--- src/rtl/rx_frame_des.sv ---
// rx_frame_des: CDBUS receive-side frame deserializer.
// Recovers UART characters from rx, writes frame bytes to RAM, checks CRC-16/MODBUS.
module rx_frame_des (
    input  logic        clk,
    input  logic        reset_n,
    input  logic [15:0] period_ls,
    input  logic [15:0] period_hs,
    input  logic [9:0]  idle_wait_len,
    input  logic [7:0]  filter,
    input  logic        user_crc,
    input  logic        buf_free,
    input  logic        rx,
    output logic [7:0]  wr_addr,
    output logic [7:0]  wr_data,
    output logic        wr_en,
    output logic        frame_done,
    output logic        frame_lost,
    output logic        crc_err,
    output logic        rx_err,
    output logic        tx_permit
);

    typedef enum logic [2:0] {
        WAIT_IDLE,
        WAIT_START,
        START,
        BITS,
        STOP,
        DROP
    } state_e;

    state_e      state_q, state_d;

    logic        rx_meta_q, rx_meta_d;
    logic        rx_s_q, rx_s_d;
    logic [15:0] period_cnt_q, period_cnt_d;
    logic [2:0]  bit_cnt_q, bit_cnt_d;
    logic [7:0]  shift_q, shift_d;
    logic [8:0]  byte_cnt_q, byte_cnt_d;
    logic [7:0]  len_q, len_d;
    logic        hs_flag_q, hs_flag_d;
    logic [15:0] crc_q, crc_d;
    logic [15:0] idle_tick_q, idle_tick_d;
    logic [9:0]  idle_cnt_q, idle_cnt_d;
    logic        fin_q, fin_d;
    logic        fin_ok_q, fin_ok_d;

    logic [7:0]  wr_addr_q, wr_addr_d;
    logic [7:0]  wr_data_q, wr_data_d;
    logic        wr_en_q, wr_en_d;
    logic        frame_done_q, frame_done_d;
    logic        frame_lost_q, frame_lost_d;
    logic        crc_err_q, crc_err_d;
    logic        rx_err_q, rx_err_d;
    logic        tx_permit_q, tx_permit_d;

    logic        rx_s;
    logic [15:0] period_cur;
    logic [15:0] half;
    logic        sample;
    logic        cnt_wrap;
    logic        idle_hit;
    logic        in_frame;
    logic        last_byte;
    logic        lost;
    logic        filt_miss;
    logic        stop_smp;
    logic        stop_err;
    logic        stop_ok;
    logic        do_wr;
    logic        timeout;
    logic        bit_smp;
    logic        frame_clr;

    function automatic logic [15:0] crc_bit(
        input logic [15:0] c,
        input logic        b
    );
        logic [15:0] s;
        s = c >> 1;
        if (c[0] ^ b) begin
            s = s ^ 16'hA001;
        end
        return s;
    endfunction

    assign rx_s       = rx_s_q;
    assign period_cur = hs_flag_q ? period_hs : period_ls;
    assign half       = {1'b0, period_cur[15:1]};
    assign sample     = (period_cnt_q == half);
    assign cnt_wrap   = (period_cnt_q >= period_cur);
    assign idle_hit   = (idle_cnt_q >= idle_wait_len);
    assign in_frame   = (byte_cnt_q != 9'd0);
    assign last_byte  = (byte_cnt_q == ({1'b0, len_q} + 9'd4));
    assign lost       = !in_frame && !buf_free;
    assign filt_miss  = (byte_cnt_q == 9'd1) && (filter != 8'hFF)
                     && (shift_q != filter) && (shift_q != 8'hFF);
    assign stop_smp   = (state_q == STOP) && sample;
    assign stop_err   = stop_smp && !rx_s;
    assign stop_ok    = stop_smp && rx_s;
    assign do_wr      = stop_ok && !lost;
    assign timeout    = (state_q == WAIT_START) && in_frame && idle_hit;
    assign bit_smp    = (state_q == BITS) && sample;

    // Anything that ends or abandons the current frame.
    assign frame_clr  = stop_err || (stop_ok && lost) || timeout
                     || (do_wr && (last_byte || filt_miss));

    always_ff @(posedge clk or negedge reset_n) begin
        if (!reset_n) begin
            state_q <= WAIT_IDLE;
        end else begin
            state_q <= state_d;
        end
    end

    always_comb begin
        state_d = state_q;
        case (state_q)
            WAIT_IDLE: begin
                if (idle_hit) state_d = WAIT_START;
            end
            WAIT_START: begin
                if (!timeout && !rx_s) state_d = START;
            end
            START: begin
                if (sample) state_d = rx_s ? WAIT_START : BITS;
            end
            BITS: begin
                if (sample && bit_cnt_q == 3'd7) state_d = STOP;
            end
            STOP: begin
                if (sample) begin
                    if (!rx_s) begin
                        state_d = WAIT_IDLE;
                    end else if (lost || filt_miss) begin
                        state_d = DROP;
                    end else begin
                        state_d = WAIT_START;
                    end
                end
            end
            DROP: begin
                if (idle_hit) state_d = WAIT_IDLE;
            end
            default: state_d = WAIT_IDLE;
        endcase
    end

    always_comb begin
        rx_meta_d    = rx;
        rx_s_d       = rx_meta_q;

        period_cnt_d = 16'd0;
        if (state_q == START || state_q == BITS || state_q == STOP) begin
            period_cnt_d = cnt_wrap ? 16'd0 : period_cnt_q + 16'd1;
        end

        bit_cnt_d = bit_cnt_q;
        if (state_q == START) bit_cnt_d = 3'd0;
        if (bit_smp) bit_cnt_d = bit_cnt_q + 3'd1;

        shift_d = shift_q;
        crc_d   = crc_q;
        if (bit_smp) begin
            shift_d = {rx_s, shift_q[7:1]};
            crc_d   = crc_bit(crc_q, rx_s);
        end

        byte_cnt_d = byte_cnt_q;
        hs_flag_d  = hs_flag_q;
        if (frame_clr) begin
            byte_cnt_d = 9'd0;
            hs_flag_d  = 1'b0;
            crc_d      = 16'hFFFF;
        end else if (do_wr) begin
            byte_cnt_d = byte_cnt_q + 9'd1;
            hs_flag_d  = 1'b1;
        end

        len_d = len_q;
        if (do_wr && byte_cnt_q == 9'd2) len_d = shift_q;

        // Idle time is always measured in low-speed bit periods.
        idle_tick_d = 16'd0;
        idle_cnt_d  = 10'd0;
        if (rx_s) begin
            idle_tick_d = (idle_tick_q >= period_ls) ? 16'd0
                                                     : idle_tick_q + 16'd1;
            idle_cnt_d  = idle_cnt_q;
            if (idle_tick_q >= period_ls && !idle_hit) begin
                idle_cnt_d = idle_cnt_q + 10'd1;
            end
        end

        fin_d    = do_wr && last_byte;
        fin_ok_d = (crc_q == 16'h0000) || user_crc;

        wr_en_d   = do_wr;
        wr_addr_d = do_wr ? byte_cnt_q[7:0] : wr_addr_q;
        wr_data_d = do_wr ? shift_q : wr_data_q;

        frame_done_d = fin_q && fin_ok_q;
        crc_err_d    = fin_q && !fin_ok_q;
        frame_lost_d = stop_ok && lost;
        rx_err_d     = stop_err || timeout;

        tx_permit_d = tx_permit_q;
        if (!rx_s) begin
            tx_permit_d = 1'b0;
        end else if (idle_hit && !in_frame) begin
            tx_permit_d = 1'b1;
        end
    end

    always_ff @(posedge clk or negedge reset_n) begin
        if (!reset_n) begin
            rx_meta_q    <= 1'b1;
            rx_s_q       <= 1'b1;
            period_cnt_q <= 16'd0;
            bit_cnt_q    <= 3'd0;
            shift_q      <= 8'd0;
            byte_cnt_q   <= 9'd0;
            len_q        <= 8'd0;
            hs_flag_q    <= 1'b0;
            crc_q        <= 16'hFFFF;
            idle_tick_q  <= 16'd0;
            idle_cnt_q   <= 10'd0;
            fin_q        <= 1'b0;
            fin_ok_q     <= 1'b0;
            wr_addr_q    <= 8'd0;
            wr_data_q    <= 8'd0;
            wr_en_q      <= 1'b0;
            frame_done_q <= 1'b0;
            frame_lost_q <= 1'b0;
            crc_err_q    <= 1'b0;
            rx_err_q     <= 1'b0;
            tx_permit_q  <= 1'b0;
        end else begin
            rx_meta_q    <= rx_meta_d;
            rx_s_q       <= rx_s_d;
            period_cnt_q <= period_cnt_d;
            bit_cnt_q    <= bit_cnt_d;
            shift_q      <= shift_d;
            byte_cnt_q   <= byte_cnt_d;
            len_q        <= len_d;
            hs_flag_q    <= hs_flag_d;
            crc_q        <= crc_d;
            idle_tick_q  <= idle_tick_d;
            idle_cnt_q   <= idle_cnt_d;
            fin_q        <= fin_d;
            fin_ok_q     <= fin_ok_d;
            wr_addr_q    <= wr_addr_d;
            wr_data_q    <= wr_data_d;
            wr_en_q      <= wr_en_d;
            frame_done_q <= frame_done_d;
            frame_lost_q <= frame_lost_d;
            crc_err_q    <= crc_err_d;
            rx_err_q     <= rx_err_d;
            tx_permit_q  <= tx_permit_d;
        end
    end

    assign wr_addr    = wr_addr_q;
    assign wr_data    = wr_data_q;
    assign wr_en      = wr_en_q;
    assign frame_done = frame_done_q;
    assign frame_lost = frame_lost_q;
    assign crc_err    = crc_err_q;
    assign rx_err     = rx_err_q;
    assign tx_permit  = tx_permit_q;

endmodule

--- config.mk ---
export PLATFORM = sky130hd
export DESIGN_NAME = rx_frame_des
export DESIGN_NICKNAME = d
export VERILOG_FILES = /design/src/rtl/rx_frame_des.sv
export SDC_FILE = /design/constraint.sdc
export NUM_CORES = 1
export LEC_CHECK = 0
export BUFFER_PORTS_ARGS = -buffer_cell sky130_fd_sc_hd__buf_2
export CORE_MARGIN = 3
export CORE_UTILIZATION = 37
export DETAILED_ROUTE_END_ITERATION = 6
export GPL_TIMING_DRIVEN = 0
export PLACE_DENSITY = 0.54
export REMOVE_ABC_BUFFERS = 1
export SLEW_MARGIN = 20
export SYNTH_ARGS = -nofsm -noshare
export SYNTH_HDL_FRONTEND = slang
export SYNTH_SLANG_ARGS = --single-unit
export TNS_END_PERCENT = 1
--- constraint.sdc ---
create_clock -name clk -period 6.1 [get_ports clk]
set_input_delay 0.915 -clock clk [delete_from_list [all_inputs] [get_ports clk]]
set_output_delay 0.915 -clock clk [all_outputs]
set_load 0.03 [all_outputs]
==> results by group <==
Cells and area
  • Design area: 0.00812 sq mm
  • Share of layout cells above drive strength 1: 0.208
  • Non-filler instance count after layout: 1029
  • Nets: 894
  • N_diodes: 0
  • Utilization after layout: 0.447
  • Commonest non-fill, non-tap cells in the layout: dfrtp_1, nand2_1, buf_2, nor2_1, ha_1
  • Most common cell after layout, fill and taps aside: dfrtp_1
  • Area grow syn2layout: 17.4%

Timing
  • Relative slew slack: 0.262
  • Sum Neg Setup Slack: 0 ns
  • Count of pins over their slew limit: 0
  • Clock Skew: 0.00981 ns
  • Setup repair after global routing missed its margin: false
  • Fmax: 223 MHz
  • Final Cycle Share: 0.734
  • Pin slew with the least headroom to its limit: 1.10 ns
  • Hold Fails Final Rpt: 0
  • Min cycle time layout: 4.48 ns
  • Final setup viols: 0

Worst setup path
  • Flop-to-flop setup slack: 1.62 ns
  • Worst-path fanout max: 21
  • CP Launch Type: flip-flop
  • Critical Path AT: 4.78 ns
  • Kind of critical path: flip-flop to flip-flop
  • Crit Reg-Reg Endpoint: len_q[7]
  • Worst reg2reg startpoint: hs_flag_q
  • CP required: 6.40 ns
  • Max incr delay on CP: 1.02 ns
  • CP Cell Sequence: mux2i_1, xnor2_1, nor4_1, nand4_1, or2_0, or3_1, nor2_4, mux2_2
  • Reg2Reg Depth: 8
  • Critical Path Sink Type: flip-flop
  • Crit-path slowest cell: dfrtp_1

Min path
  • Worst hold stages: 0
  • WHS Endpoint: rx_s
  • Launch point of the worst hold path: rx_meta_q
  • Hold Path Class: flip-flop to flip-flop

Power
  • Sequential Power Share: 0.413
  • Pint: 1540 uW
  • Clock power frac: 0.498
  • Power per standard cell area: 250 mW/mm^2
  • Switching Share: 0.244
  • Worst VDD drop: 0.176 mV
  • Net switching power: 495 uW
  • Power share of the combinational group: 0.089
  • Total design power: 2030 uW
  • Leak Pwr: 0.00400 uW

Die
  • Core area: 0.0181 sq mm
  • Die W: 143 um
  • Die H: 143 um
  • Rows: 49
  • Starting Density: 0.381
  • Ports: 77
  • Total Die Area: 0.0204 sq mm

Synth
  • Top cells by area, synth: dfrtp_1, ha_1, dfstp_2
  • EDFF count, synth: 0
  • Post-synthesis cell count: 714
  • Syn Area/Cell: 9.68 sq um
  • Mapped Area: 0.00691 sq mm
  • Synth area leader: dfrtp_1
  • Synth warnings: 0
  • Register area share after synthesis: 0.423
  • Main flop type after synthesis: dfrtp_1
  • Post-synth top area share: 0.355
  • Count of cell types in the netlist: 58
  • #FFs+latches synth: 116
  • Ys async rst share: 1.00

GRT
  • First-pass GRT wire length: 26.7 mm
  • Largest net degree at the start of global routing: 68
  • Vias in the first global route: 5460
  • Initial antenna violation count: 0
  • Total Routing Usage GR: 0.163
  • Remaining Overflow, GRT: 0

CTS
  • Post_cts resized: 0
  • CTS tree: done
  • Clock Pin Slew Worst Setup and Hold Paths: 0.06 ns
  • TritonCTS buffer count: 17
  • Setup bufs post-CTS: 0
  • CTS Hold Bufs: 0
  • Clk_lat worst skew: 0.42 ns
  • Clock Root Buffer: clkbuf_16
  • CTS sink cnt: 116
  • H-tree depth: 4
  • Clock Tree Buf Depth: 2

Placement
  • Placed inst area: 0.00752 sq mm
  • # port buffers: 76
  • HPWL Detailed: 11.7 mm
  • Final Wtd Congestion: 0.846
  • Number of instances in the placed design: 997

Detailed routing
  • Wire length per cell: 15.4 um
  • Vias per inst: 5.23
  • Routed Antenna Nets: 0
  • Number of DRC markers in iteration 0: 281
  • Drt first pass iters: 5
  • Detailed Route WL: 15.9 mm
  • Residual DRC: 0
  • Via count: 5380

Job
  • Maxcap violations: 0

Run status
  • Status: completed
## routing by layer
layer / GRT usage / wire (um)
met1: 0.206 / 7290
met2: 0.278 / 7650
met3: 0.0415 / 749
met4: 0.0415 / 167
met5: 0 / 0
## registers in the layout (all words and copies together), names as in the netlist, 9 cells and up
name          flops
idle_tick_q      16
idle_cnt_q       10
period_cnt_q     16
crc_q            16
byte_cnt_q        9
## power groups by stage
stage / combinational (uW) / sequential, uW / clock, uW
3_5_place_dp: 179 / 851 / 0
4_1_cts: 182 / 838 / 1040
2_1_floorplan: 116 / 838 / 0
5_1_grt: 205 / 841 / 1080
3_3_place_gp: 170 / 850 / 0
6_report: 180 / 838 / 1010
## cells by family after synthesis
logic type	synth area share
simple gates	0.191
buf+inv	0.0394
xor+xnor	0.0937
mux	0.0722
fa+ha+maj	0.0941
flops	0.423
compound gates	0.0865
## synth_stat cells (9+ instances only)
cell type,instances
xnor2_1,38
and3_1,9
xor2_1,36
mux2_2,23
nand3_1,45
a21oi_1,26
clkbuf_1,19
dfstp_2,18
nor4_1,14
o21ai_0,21
nor2_1,57
inv_1,36
nand2_1,86
dfrtp_1,98
ha_1,52
nand4_1,20
mux2i_1,14
a21o_1,15
## worst max-delay path, delay by kind of cell, from the launching register on
family	cells	cell delay, ns
AND/OR/NAND/NOR	5	2.33
flip-flops	1	1.02
multiplexers	2	0.85
XOR/XNOR	1	0.15
## worst max path at each step
| stage | start | endpoint | cells past startpoint |
|---|---|---|---|
| finish | hs_flag_q | len_q[7] | 8 |
| global route | hs_flag_q | len_q[6] | 8 |
| CTS | hs_flag_q | len_q[7] | 8 |
| detailed placement | hs_flag_q | len_q[1] | 8 |
| global placement | hs_flag_q | crc_q[15] | 7 |
| floorplan | hs_flag_q | crc_q[15] | 7 |
## final cells by class
cell class                 instances  area (sq um)
inverter                          37           139
sequential                       116          2930
timing repair buffer              80           440
multi-input combinational        535          3720
clock inverter                    12           156
clock buffer                      20           447
fill                            1740         10000
tap                              229           287
## per-stage QoR
step,hold slack (ns),setup slack [ns]
2_1_floorplan,0.345,2.50
3_3_place_gp,0.349,1.27
3_5_place_dp,0.353,1.63
4_1_cts,0.361,1.60
5_1_grt,0.364,1.34
6_report,0.361,1.62
No activity file was read; power rests on OpenSTA's default activity.
